<file path="src/rtl/uart_rx_fifo_less.sv">
// 16x-oversampling UART receiver with a single holding register (valid/ack, framing and overrun flags).
// Define UART_RX_PARITY_EN for 8E1 frames with parity_err; default build is 8N1 with parity_err tied low.
module uart_rx_fifo_less #(
  parameter int CLKSPEED = 50000000,
  parameter int BAUD     = 115200
) (
  input  logic       clk,
  input  logic       reset,
  input  logic       rxd,
  output logic [7:0] rx_data,
  output logic       rx_valid,
  input  logic       rx_ack,
  output logic       framing_err,
  output logic       overrun,
  output logic       parity_err
);

  localparam int DIV_RAW = CLKSPEED / (16 * BAUD);
  localparam int DIV     = (DIV_RAW < 1) ? 1 : DIV_RAW;
  localparam int TW      = (DIV > 1) ? $clog2(DIV) : 1;
  localparam logic [TW-1:0] TICK_MAX = TW'(DIV - 1);

`ifdef UART_RX_PARITY_EN
  typedef enum logic [2:0] {S_IDLE, S_START, S_DATA, S_PARITY, S_STOP, S_BREAK} state_t;
`else
  typedef enum logic [2:0] {S_IDLE, S_START, S_DATA, S_STOP, S_BREAK} state_t;
`endif

  state_t          state_q, state_d;
  logic            rxd_meta_q, rxs_q;
  logic [TW-1:0]   tick_cnt_q, tick_cnt_d;
  logic [3:0]      samp_q, samp_d;
  logic [2:0]      bit_idx_q, bit_idx_d;
  logic [7:0]      shift_q, shift_d;
  logic [1:0]      vote_q, vote_d;
  logic [7:0]      rx_data_q, rx_data_d;
  logic            rx_valid_q, rx_valid_d;
  logic            ferr_q, ferr_d;
  logic            ovr_q, ovr_d;
  logic            perr_q, perr_d;
  logic            tick, decide, wrap, maj, load, load_perr;
`ifdef UART_RX_PARITY_EN
  logic            par_bit_q, par_bit_d;
`endif

  assign tick   = (tick_cnt_q == TICK_MAX);
  assign decide = tick && (samp_q == 4'd9);
  assign wrap   = tick && (samp_q == 4'd15);
  // Third vote is the live synced sample at count 9.
  assign maj    = (vote_q[0] & vote_q[1]) | (vote_q[0] & rxs_q) | (vote_q[1] & rxs_q);

`ifdef UART_RX_PARITY_EN
  assign load_perr = (^shift_q) ^ par_bit_q;
`else
  assign load_perr = 1'b0;
`endif

  always_comb begin
    state_d    = state_q;
    tick_cnt_d = tick ? '0 : tick_cnt_q + TW'(1);
    samp_d     = tick ? samp_q + 4'd1 : samp_q;
    bit_idx_d  = bit_idx_q;
    shift_d    = shift_q;
    vote_d     = vote_q;
    load       = 1'b0;
`ifdef UART_RX_PARITY_EN
    par_bit_d  = par_bit_q;
`endif

    if (tick && samp_q == 4'd7) vote_d[0] = rxs_q;
    if (tick && samp_q == 4'd8) vote_d[1] = rxs_q;

    case (state_q)
      S_IDLE: begin
        if (!rxs_q) begin
          state_d    = S_START;
          tick_cnt_d = '0;
          samp_d     = 4'd0;
          bit_idx_d  = 3'd0;
        end
      end
      S_START: begin
        if (decide && maj) state_d = S_IDLE;
        else if (wrap)     state_d = S_DATA;
      end
      S_DATA: begin
        if (decide) shift_d = {maj, shift_q[7:1]};
        if (wrap) begin
          bit_idx_d = bit_idx_q + 3'd1;
`ifdef UART_RX_PARITY_EN
          if (bit_idx_q == 3'd7) state_d = S_PARITY;
`else
          if (bit_idx_q == 3'd7) state_d = S_STOP;
`endif
        end
      end
`ifdef UART_RX_PARITY_EN
      S_PARITY: begin
        if (decide) par_bit_d = maj;
        if (wrap)   state_d   = S_STOP;
      end
`endif
      S_STOP: begin
        // Leave at mid-stop so a back-to-back start edge from a slightly fast sender is not missed.
        if (decide) begin
          load    = 1'b1;
          state_d = maj ? S_IDLE : S_BREAK;
        end
      end
      S_BREAK: begin
        if (rxs_q) state_d = S_IDLE;
      end
      default: state_d = S_IDLE;
    endcase
  end

  always_comb begin
    rx_data_d  = rx_data_q;
    rx_valid_d = rx_valid_q;
    ferr_d     = ferr_q;
    ovr_d      = ovr_q;
    perr_d     = perr_q;
    if (load) begin
      rx_data_d  = shift_q;
      ferr_d     = !maj;
      perr_d     = load_perr;
      rx_valid_d = 1'b1;
      if (rx_valid_q && !rx_ack) ovr_d = 1'b1;
    end else if (rx_ack && rx_valid_q) begin
      rx_valid_d = 1'b0;
      ovr_d      = 1'b0;
    end
  end

  always_ff @(posedge clk or posedge reset) begin
    if (reset) begin
      rxd_meta_q <= 1'b1;
      rxs_q      <= 1'b1;
      state_q    <= S_IDLE;
      tick_cnt_q <= '0;
      samp_q     <= 4'd0;
      bit_idx_q  <= 3'd0;
      rx_data_q  <= 8'h00;
      rx_valid_q <= 1'b0;
      ferr_q     <= 1'b0;
      ovr_q      <= 1'b0;
      perr_q     <= 1'b0;
    end else begin
      rxd_meta_q <= rxd;
      rxs_q      <= rxd_meta_q;
      state_q    <= state_d;
      tick_cnt_q <= tick_cnt_d;
      samp_q     <= samp_d;
      bit_idx_q  <= bit_idx_d;
      rx_data_q  <= rx_data_d;
      rx_valid_q <= rx_valid_d;
      ferr_q     <= ferr_d;
      ovr_q      <= ovr_d;
      perr_q     <= perr_d;
    end
  end

  // Datapath-only state: every use is preceded by a fresh write within the frame.
  always_ff @(posedge clk) begin
    shift_q   <= shift_d;
    vote_q    <= vote_d;
`ifdef UART_RX_PARITY_EN
    par_bit_q <= par_bit_d;
`endif
  end

  assign rx_data     = rx_data_q;
  assign rx_valid    = rx_valid_q;
  assign framing_err = ferr_q;
  assign overrun     = ovr_q;
  assign parity_err  = perr_q;

endmodule
</file>
<file path="config.mk">
export PLATFORM = sky130hd
export DESIGN_NAME = uart_rx_fifo_less
export DESIGN_NICKNAME = d
export VERILOG_FILES = /design/src/rtl/uart_rx_fifo_less.sv
export SDC_FILE = /design/constraint.sdc
export NUM_CORES = 1
export LEC_CHECK = 0
export BUFFER_PORTS_ARGS = -buffer_cell sky130_fd_sc_hd__buf_4
export CAP_MARGIN = 30
export CORE_MARGIN = 4
export CORE_UTILIZATION = 55
export DETAILED_ROUTE_END_ITERATION = 8
export MAX_ROUTING_LAYER = met4
export PLACE_DENSITY = 0.87
export SETUP_SLACK_MARGIN = 0.4
export SLEW_MARGIN = 10
export SYNTH_ARGS = -nofsm -noshare
export SYNTH_HDL_FRONTEND = slang
export SYNTH_SLANG_ARGS = --single-unit
</file>
<file path="constraint.sdc">
create_clock -name clk -period 2.66 [get_ports clk]
set_clock_uncertainty 0.1 [all_clocks]
set_input_delay 0.133 -clock clk [delete_from_list [all_inputs] [get_ports clk]]
set_output_delay 0.133 -clock clk [all_outputs]
set_load 0.05 [all_outputs]
</file>
==> out/results.env, run 1 <==
WORST-ENDPOINT-REQUIRED_NS=2.82
GRT_FIRST_PASS_WIRELENGTH_MM=5.030
CLK_PATH_BUF_DEPTH=2
GP_CONGESTION=0.8068
TIMING.CRITICAL_PATH.SLOWEST_STAGE_CELL='nor4_4'
MAX_CAP_VIOLATIONS=0
SYNTH.FF_LATCH_COUNT=38
DRV_SLEW=0
CRIT_PATH_END_KIND='flop'
DIE_W_UM=63.03
DETAILEDROUTE.FIRSTPASSITERATIONCOUNT=4
DRT-WIRELENGTH-PER-CELL_UM=15.50
CRITPATHLAUNCHTYPE='flop'
POST_SYNTH_NUM_CELL_TYPES=35
MAPPEDNETLISTNETS=142
ROOT_BUFFER='clkbuf_4'
PLACE_HPWL_MM=2.128
ANTENNA_VIOLATING_NETS_POST_ROUTE=0
CORE-AREA_SQ_UM=2829
CTS_RESIZED=0
DIE_Y_UM=63.03
LARGEST_NET_DEGREE_AT_THE_START_OF_GLOBAL_ROUTING=16
CTS_TREE='done'
SYNTH-WARNING-COUNT=0
WIRELENGTH_MM=2.867
AREAGROWTHSYNTHTOFINISH_PCT=12.02
MOSTFREQUENTLAYOUTCELL='dfrtp_1'
INSERTION_DELAY_NS=0.35
TRACK_USAGE_PCT=17.16
WORST_PATH_DOMINANT_CELL_FAMILY='simple AND/OR/NAND/NOR gates'
FIRST_ITER_VIOLATIONS=43
PWR-SHARE-CLK_PCT=31.9
CTSHOLDBUFFERS=3
POST-ROUTE-DRC-COUNT=0
FINAL_NETS=164
CLOCK_PIN_SLEW_ON_THE_WORST_SETUP_AND_HOLD_PATHS_NS=0.12
CRIT_TYPE='reg2reg'
SYNTH-MAIN-FF-CELL='dfrtp_1'
NUMBER_OF_PORT_BUFFERS=14
RUN_STATUS='completed'
FILLCELLCOUNT=187
INITIAL_ANTENNA_VIOLATION_COUNT=0
SWITCHING_PART_OF_THE_TOTAL_POWER_PCT=22.77
FINALWORSTPATHREQUIREDPERIOD_NS=1.998
SETUP_VIOL_COUNT_FINAL=0
DIE_AREA_SQ_UM=3972
ANTENNA_CELLS=0
WORSTPATHBUFFERINVERTERCOUNT=1
MOSTFREQUENTLAYOUTCELLS='dfrtp_1 (26), buf_4 (15), nand2_1 (14), nor2_1 (10), edfxtp_1 (10)'
ORDERED_LIST_OF_CELLS_ON_THE_WORST_PATH='inv_1 -> ha_1 -> nand4b_1 -> nor4_4 -> a221oi_1 -> mux2i_1'
POWER.IR.VDD_WORST_mV=0.3170
GLOBALROUTEOVERFLOWTOTAL=0
FP-ROW-COUNT=19
WORST_SLEW_MARGIN_REL_PCT=44.33
NET_SWITCHING_POWER_uW=208.0
CP.ARRIVAL_NS=2.16
LEAKAGEPOWER_uW=0.0008612
FIN_AREA_SQ_UM=1866
NETLIST_AREA_SQ_UM=1665
FIN_UTIL_PCT=65.94
SYNTH.AVG_CELL_AREA_SQ_UM=12.71
CRITICAL-PATH-MAX-STAGE-DELAY_NS=0.46
POST_DRT_VIA_CELL_RATIO=5.611
DETAILED_PLACE.AREA_SQ_UM=1782
SHARE_OF_THE_CYCLE_NEEDED_BY_THE_CRITICAL_PATH_AFTER_ROUTING_PCT=75.12
DETAILEDPLACE.WORSTSLACK_NS=0.6849
REG2REG_SETUP_SLACK_NS=0.66
PEAK_CLOCK_FREQUENCY_SUPPORTED_BY_TIMING_MHz=500.4
SETUP_SLACK_NS=0.6618
TOP_FANOUT_VALUE_ON_THE_CRITICAL_PATH=6
CTS_MAX_LEVEL=2
ROUTED-VIA-COUNT=1038
FINAL-HOLD-VIOLATION-COUNT=0
SYN_INST=131
CELLPOWERDENSITY_nW_PER_UM2=489.8
SEQPWRFRAC_PCT=65.8
DRIVE_ABOVE_1_SHARE_PCT=23.38
ACTUAL_TRANSITION_AT_THE_WORST_MAX_TRANSITION_PIN_NS=0.8274
SYNTH_EDF_COUNT=10
MIN-DELAY-PATH-CLASS='reg2reg'
CTS_MADE_BUFFERS=5
FINALSETUPTNS_NS=0
RSZ_0062_RAISED_AFTER_GLOBAL_ROUTING='no'
SYNTH_SEQUENTIAL_AREA_RATIO_PCT=60.26
INTERNAL_POWER_uW=705.7
ASYNCSETRESETFLOPFRACSYNTH_PCT=73.68
GRT_PASS1_VIAS=1094
WORST_HOLD_SLACK_NS=0.2649
INITIAL_CORE_UTIL_PCT=58.87
CTS_SINKS=38
IO_PINS=16
COMB_POWER_SHARE_PCT=2.4
POST_CTS_BUFFERS=0
==> Yosys cell counts, drive strengths merged, types with 2 or more instances <==
master	instances	area share (%)
dfrtp	26	39
a21oi	5	1.5
ha	7	5.3
nand3	4	1.2
nor2	10	2.3
mux2	8	6.3
xor2	4	2.1
nor3	3	0.90
o21ai	7	2.1
nor4	2	1.7
nand2	14	3.2
dfstp	2	3.2
nand2b	2	0.75
inv	7	1.6
mux2i	2	1.2
buf	4	3.0
edfxtp	10	18
==> state kept, by name, indices dropped and copies added (netlist names) <==
| name | count |
|---|---|
| bit_idx_q | 3 |
| framing_err | 1 |
| overrun | 1 |
| rx_data | 8 |
| rx_valid | 1 |
| rxd_meta_q | 1 |
| rxs_q | 1 |
| samp_q | 4 |
| shift_q | 8 |
| state_q | 3 |
| tick_cnt_q | 5 |
| vote_q | 2 |
==> logic make-up after synthesis <==
family	after synthesis	synth area share (%)
compound gates	17	6.086
xor+xnor	5	2.629
fa+ha+maj	7	5.259
buf+inv	11	4.583
flops	38	60.26
mux	10	7.513
other cells	1	0.2252
simple gates	42	13.45
==> worst register-to-register path, cell delays in order, from the launching register on <==
cell and delay (ns):
dfrtp_1 0.44, inv_1 0.08, ha_1 0.16, nand4b_1 0.30
nor4_4 0.46, a221oi_1 0.14, mux2i_1 0.22
==> worst paths after layout <==
kind                                    startpoint                endpoint  cells past startpoint
setup / recovery           tick_cnt_q[0]$_DFF_PP0_  state_q[0]$_DFFE_PP0P_                      6
hold / removal                rxd_meta_q$_DFF_PP1_         rxs_q$_DFF_PP1_                      0
setup reg to reg           tick_cnt_q[0]$_DFF_PP0_  state_q[0]$_DFFE_PP0P_                      6
hold reg to reg               rxd_meta_q$_DFF_PP1_         rxs_q$_DFF_PP1_                      0
max in group asynchronous                    reset    rxd_meta_q$_DFF_PP1_                      4
min in group asynchronous                    reset  rx_data[6]$_DFFE_PP0P_                      3
==> power groups by stage <==
| stage | Combinational [uW] | Sequential (uW) | Clock [uW] |
|---|---|---|---|
| CTS | 22.0 | 601 | 299 |
| global placement | 15.4 | 612 | 0 |
| global route | 24.4 | 601 | 327 |
| finish | 21.5 | 601 | 291 |
| floorplan | 11.3 | 612 | 0 |
| detailed placement | 18.6 | 613 | 0 |
==> metrics by stage <==
stage	std cells	power, uW
after floorplan	131	623.3
after global placement	173	627.8
after detailed placement	174	631.3
after CTS	185	922.1
after global routing	185	953.2
final	185	913.7
==> area by class of cell <==
cell class                 instances  area [sq um]  area share, %
timing repair buffer              19         157.7          8.451
clock buffer                       5         37.54          2.012
clock inverter                     3         16.27         0.8719
tap                               31         38.79          2.079
multi-input combinational         82         585.6          31.39
inverter                           7         26.28          1.408
sequential                        38          1003          53.79
==> metal layers <==
layer  wire, um  GRT usage, %  up-vias
li1           -             -      494
met1       1260         20.59      516
met2       1425         26.48       21
met3        111         4.317        7
met4         70         9.366        0
met5          0             -        -
(Power assumes the default switching activity.)
==> run 2, diff against run 1 <==
==> constraint.sdc (replaced) <==
create_clock -name clk -period 1.9 [get_ports clk]
set_clock_uncertainty 0.1 [all_clocks]
set_input_delay 0.095 -clock clk [delete_from_list [all_inputs] [get_ports clk]]
set_output_delay 0.095 -clock clk [all_outputs]
set_load 0.05 [all_outputs]
==> run 2 against run 1 <==
  * Flip-flop and latch count did not move
  * Cell count increased by 11%
  * Total power rose by 55%
  * Fmax increased by 9.5%
  * Register-to-register slack worse by 0.59 ns
  * Via count rose by 14%
  * Hold slack worse by 0.041 ns
  * Highest routed layer unchanged
  * Global-route usage rose by 2.2 points
  * Non-clock buffer count is 20 higher
  * Clock-buffer cell count unchanged
  * Clock power increased by 87%
  * Design area increased by 20%
==> out/results.env, run 2 (synthesis gave the netlist of run 1 again) <==
IO_PINS=16  # unchanged
LEAKAGEPOWER_uW=0.001025  # +19%
FINALSETUPTNS_NS=0  # unchanged
GP_CONGESTION=0.8180  # +1.4%
ANTENNA_CELLS=0  # unchanged
CTS_MADE_BUFFERS=5  # unchanged
WORSTPATHBUFFERINVERTERCOUNT=1  # unchanged
DIE_W_UM=63.03  # unchanged
ACTUAL_TRANSITION_AT_THE_WORST_MAX_TRANSITION_PIN_NS=0.5105  # -0.3169 ns
CTS_TREE='done'
COMB_POWER_SHARE_PCT=2.2  # -0.2 points
NET_SWITCHING_POWER_uW=295.6  # +42%
CTS_MAX_LEVEL=2  # unchanged
INSERTION_DELAY_NS=0.35  # about the same
MAX_CAP_VIOLATIONS=0  # unchanged
FIRST_ITER_VIOLATIONS=34  # -21%
POWER.IR.VDD_WORST_mV=0.4761  # +50%
PWR-SHARE-CLK_PCT=38.4  # +6.5 points
TOP_FANOUT_VALUE_ON_THE_CRITICAL_PATH=4  # -2
DIE_Y_UM=63.03  # unchanged
DRT-WIRELENGTH-PER-CELL_UM=18.15  # +17%
ANTENNA_VIOLATING_NETS_POST_ROUTE=0  # unchanged
FP-ROW-COUNT=19  # unchanged
TIMING.CRITICAL_PATH.SLOWEST_STAGE_CELL='dfrtp_1'
ORDERED_LIST_OF_CELLS_ON_THE_WORST_PATH='ha_2 -> nand3_1 -> nor4_4 -> buf_4 -> a221oi_2 -> mux2i_1'
CTS_SINKS=38  # unchanged
FINAL_NETS=185  # +13%
CLK_PATH_BUF_DEPTH=2  # unchanged
GLOBALROUTEOVERFLOWTOTAL=0  # unchanged
WORST_PATH_DOMINANT_CELL_FAMILY='simple AND/OR/NAND/NOR gates'
SWITCHING_PART_OF_THE_TOTAL_POWER_PCT=20.84  # -1.9 points
CORE-AREA_SQ_UM=2829  # unchanged
GRT_FIRST_PASS_WIRELENGTH_MM=5.671  # +13%
CP.ARRIVAL_NS=2.00  # -0.16 ns
FILLCELLCOUNT=165  # -12%
DRIVE_ABOVE_1_SHARE_PCT=46.86  # +23 points
FINALWORSTPATHREQUIREDPERIOD_NS=1.825  # -0.1728 ns
SETUP_SLACK_NS=0.07453  # -0.5872 ns
LARGEST_NET_DEGREE_AT_THE_START_OF_GLOBAL_ROUTING=16  # unchanged
POST_DRT_VIA_CELL_RATIO=5.738  # +2.3%
INITIAL_CORE_UTIL_PCT=58.87  # unchanged
ROOT_BUFFER='clkbuf_4'
INTERNAL_POWER_uW=1123  # +59%
CRIT_TYPE='reg2reg'
GRT_PASS1_VIAS=1178  # +7.7%
TRACK_USAGE_PCT=19.35  # +2.2 points
SHARE_OF_THE_CYCLE_NEEDED_BY_THE_CRITICAL_PATH_AFTER_ROUTING_PCT=96.08  # +21 points
DRV_SLEW=0  # unchanged
CELLPOWERDENSITY_nW_PER_UM2=634.3  # +29%
SEQPWRFRAC_PCT=59.4  # -6.4 points
AREAGROWTHSYNTHTOFINISH_PCT=34.26
CRITICAL-PATH-MAX-STAGE-DELAY_NS=0.43  # -0.03 ns
PEAK_CLOCK_FREQUENCY_SUPPORTED_BY_TIMING_MHz=547.8  # +9.5%
CLOCK_PIN_SLEW_ON_THE_WORST_SETUP_AND_HOLD_PATHS_NS=0.11  # about the same
DETAILEDPLACE.WORSTSLACK_NS=0.02581  # -0.6591 ns
NUMBER_OF_PORT_BUFFERS=14  # unchanged
MOSTFREQUENTLAYOUTCELLS='buf_4 (28), dfrtp_1 (26), edfxtp_1 (10), nand2_1 (9)'
MIN-DELAY-PATH-CLASS='in2async'
WORST_SLEW_MARGIN_REL_PCT=65.93  # +22 points
DETAILEDROUTE.FIRSTPASSITERATIONCOUNT=4  # unchanged
WORST-ENDPOINT-REQUIRED_NS=2.07  # -0.75 ns
POST-ROUTE-DRC-COUNT=0  # unchanged
MOSTFREQUENTLAYOUTCELL='buf_4'
RUN_STATUS='completed'
SETUP_VIOL_COUNT_FINAL=0  # unchanged
DIE_AREA_SQ_UM=3972  # unchanged
INITIAL_ANTENNA_VIOLATION_COUNT=0  # unchanged
FINAL-HOLD-VIOLATION-COUNT=0  # unchanged
RSZ_0062_RAISED_AFTER_GLOBAL_ROUTING='yes'
CRIT_PATH_END_KIND='flop'
PLACE_HPWL_MM=2.058  # -3.3%
WIRELENGTH_MM=3.738  # +30%
CRITPATHLAUNCHTYPE='flop'
ROUTED-VIA-COUNT=1182  # +14%
run 2: changes by cell type in the layout (fill, tap and decap cells not counted), moves of 2 or more:
cell / change
buf_4: +13
mux2_2: -4
mux2_4: +4
nand2_1: -5
o21ai_1: +5
buf_6: +7
o21ai_0: -7
a21oi_1: -4
nor3_1: -2
nand2_2: +4
nor2_1: -2
nor2_2: +2
ha_1: -2
a21oi_2: +4
run 2: per-layer routing:
metal	GRT usage [%]	up-vias	wire, um
li1	-	542	-
met1	21.32	577	1454
met2	31.36	46	1931
met3	6.835	17	212
met4	8.815	0	140
met5	-	-	0
run 2: worst reg2reg max path, cell delays in order (launching register included):
cell and delay, ns:
dfrtp_1 0.43, ha_2 0.25, nand3_1 0.22, nor4_4 0.32, buf_4 0.18, a221oi_2 0.06
mux2i_1 0.18
run 2: worst paths after layout:
kind	from	end	slack [ns]	cells past startpoint
setup / recovery	samp_q[0]$_DFF_PP0_	state_q[0]$_DFFE_PP0P_	0.07	6
hold / removal	reset	samp_q[2]$_DFF_PP0_	0.22	3
setup reg to reg	samp_q[0]$_DFF_PP0_	state_q[0]$_DFFE_PP0P_	0.07	6
hold reg to reg	rxd_meta_q$_DFF_PP1_	rxs_q$_DFF_PP1_	0.26	0
max in group asynchronous	reset	state_q[2]$_DFFE_PP0P_	0.88	4
min in group clk	rxd_meta_q$_DFF_PP1_	rxs_q$_DFF_PP1_	0.26	0
run 2: power by group through the flow:
stage / clock network, uW / logic, uW / registers [uW]
2_1_floorplan: 0 / 15.8 / 857
3_3_place_gp: 0 / 23.5 / 857
3_5_place_dp: 0 / 24.7 / 858
4_1_cts: 547 / 29.6 / 841
5_1_grt: 592 / 35.3 / 842
6_report: 545 / 31.3 / 842
run 2: per-stage QoR:
step                      instances  hold slack [ns]  total power [uW]  util [%]  instance area, sq um
after floorplan                 131       -0.0005223             872.6         -                  1688
after global placement          178          0.03758             880.9     64.57                  1827
after detailed placement        178          0.05516             882.3     64.57                  1827
after CTS                       199           0.2234              1418     73.11                  2068
after global routing            206           0.2607              1470     79.04                  2236
final                           206           0.2238              1418     79.04                  2236
run 2: cell type report:
class / instances / area [sq um] / area share, %
sequential: 38 / 1003 / 44.88
clock buffer: 5 / 37.54 / 1.679
multi-input combinational: 83 / 750.7 / 33.58
tap: 31 / 38.79 / 1.735
timing repair buffer: 39 / 339.1 / 15.17
inverter: 7 / 26.28 / 1.175
clock inverter: 3 / 40.04 / 1.791
run 2: what timing repair did:
item | CTS | global route
setup endpoints to repair | 29 | 36
hold endpoints to repair | 14 | 0
pin swaps | 4 | 12
buffers inserted | 9 | 7
gates resized for setup | 15 | 29
gates cloned | 1 | 0
hold buffers | 3 | 0
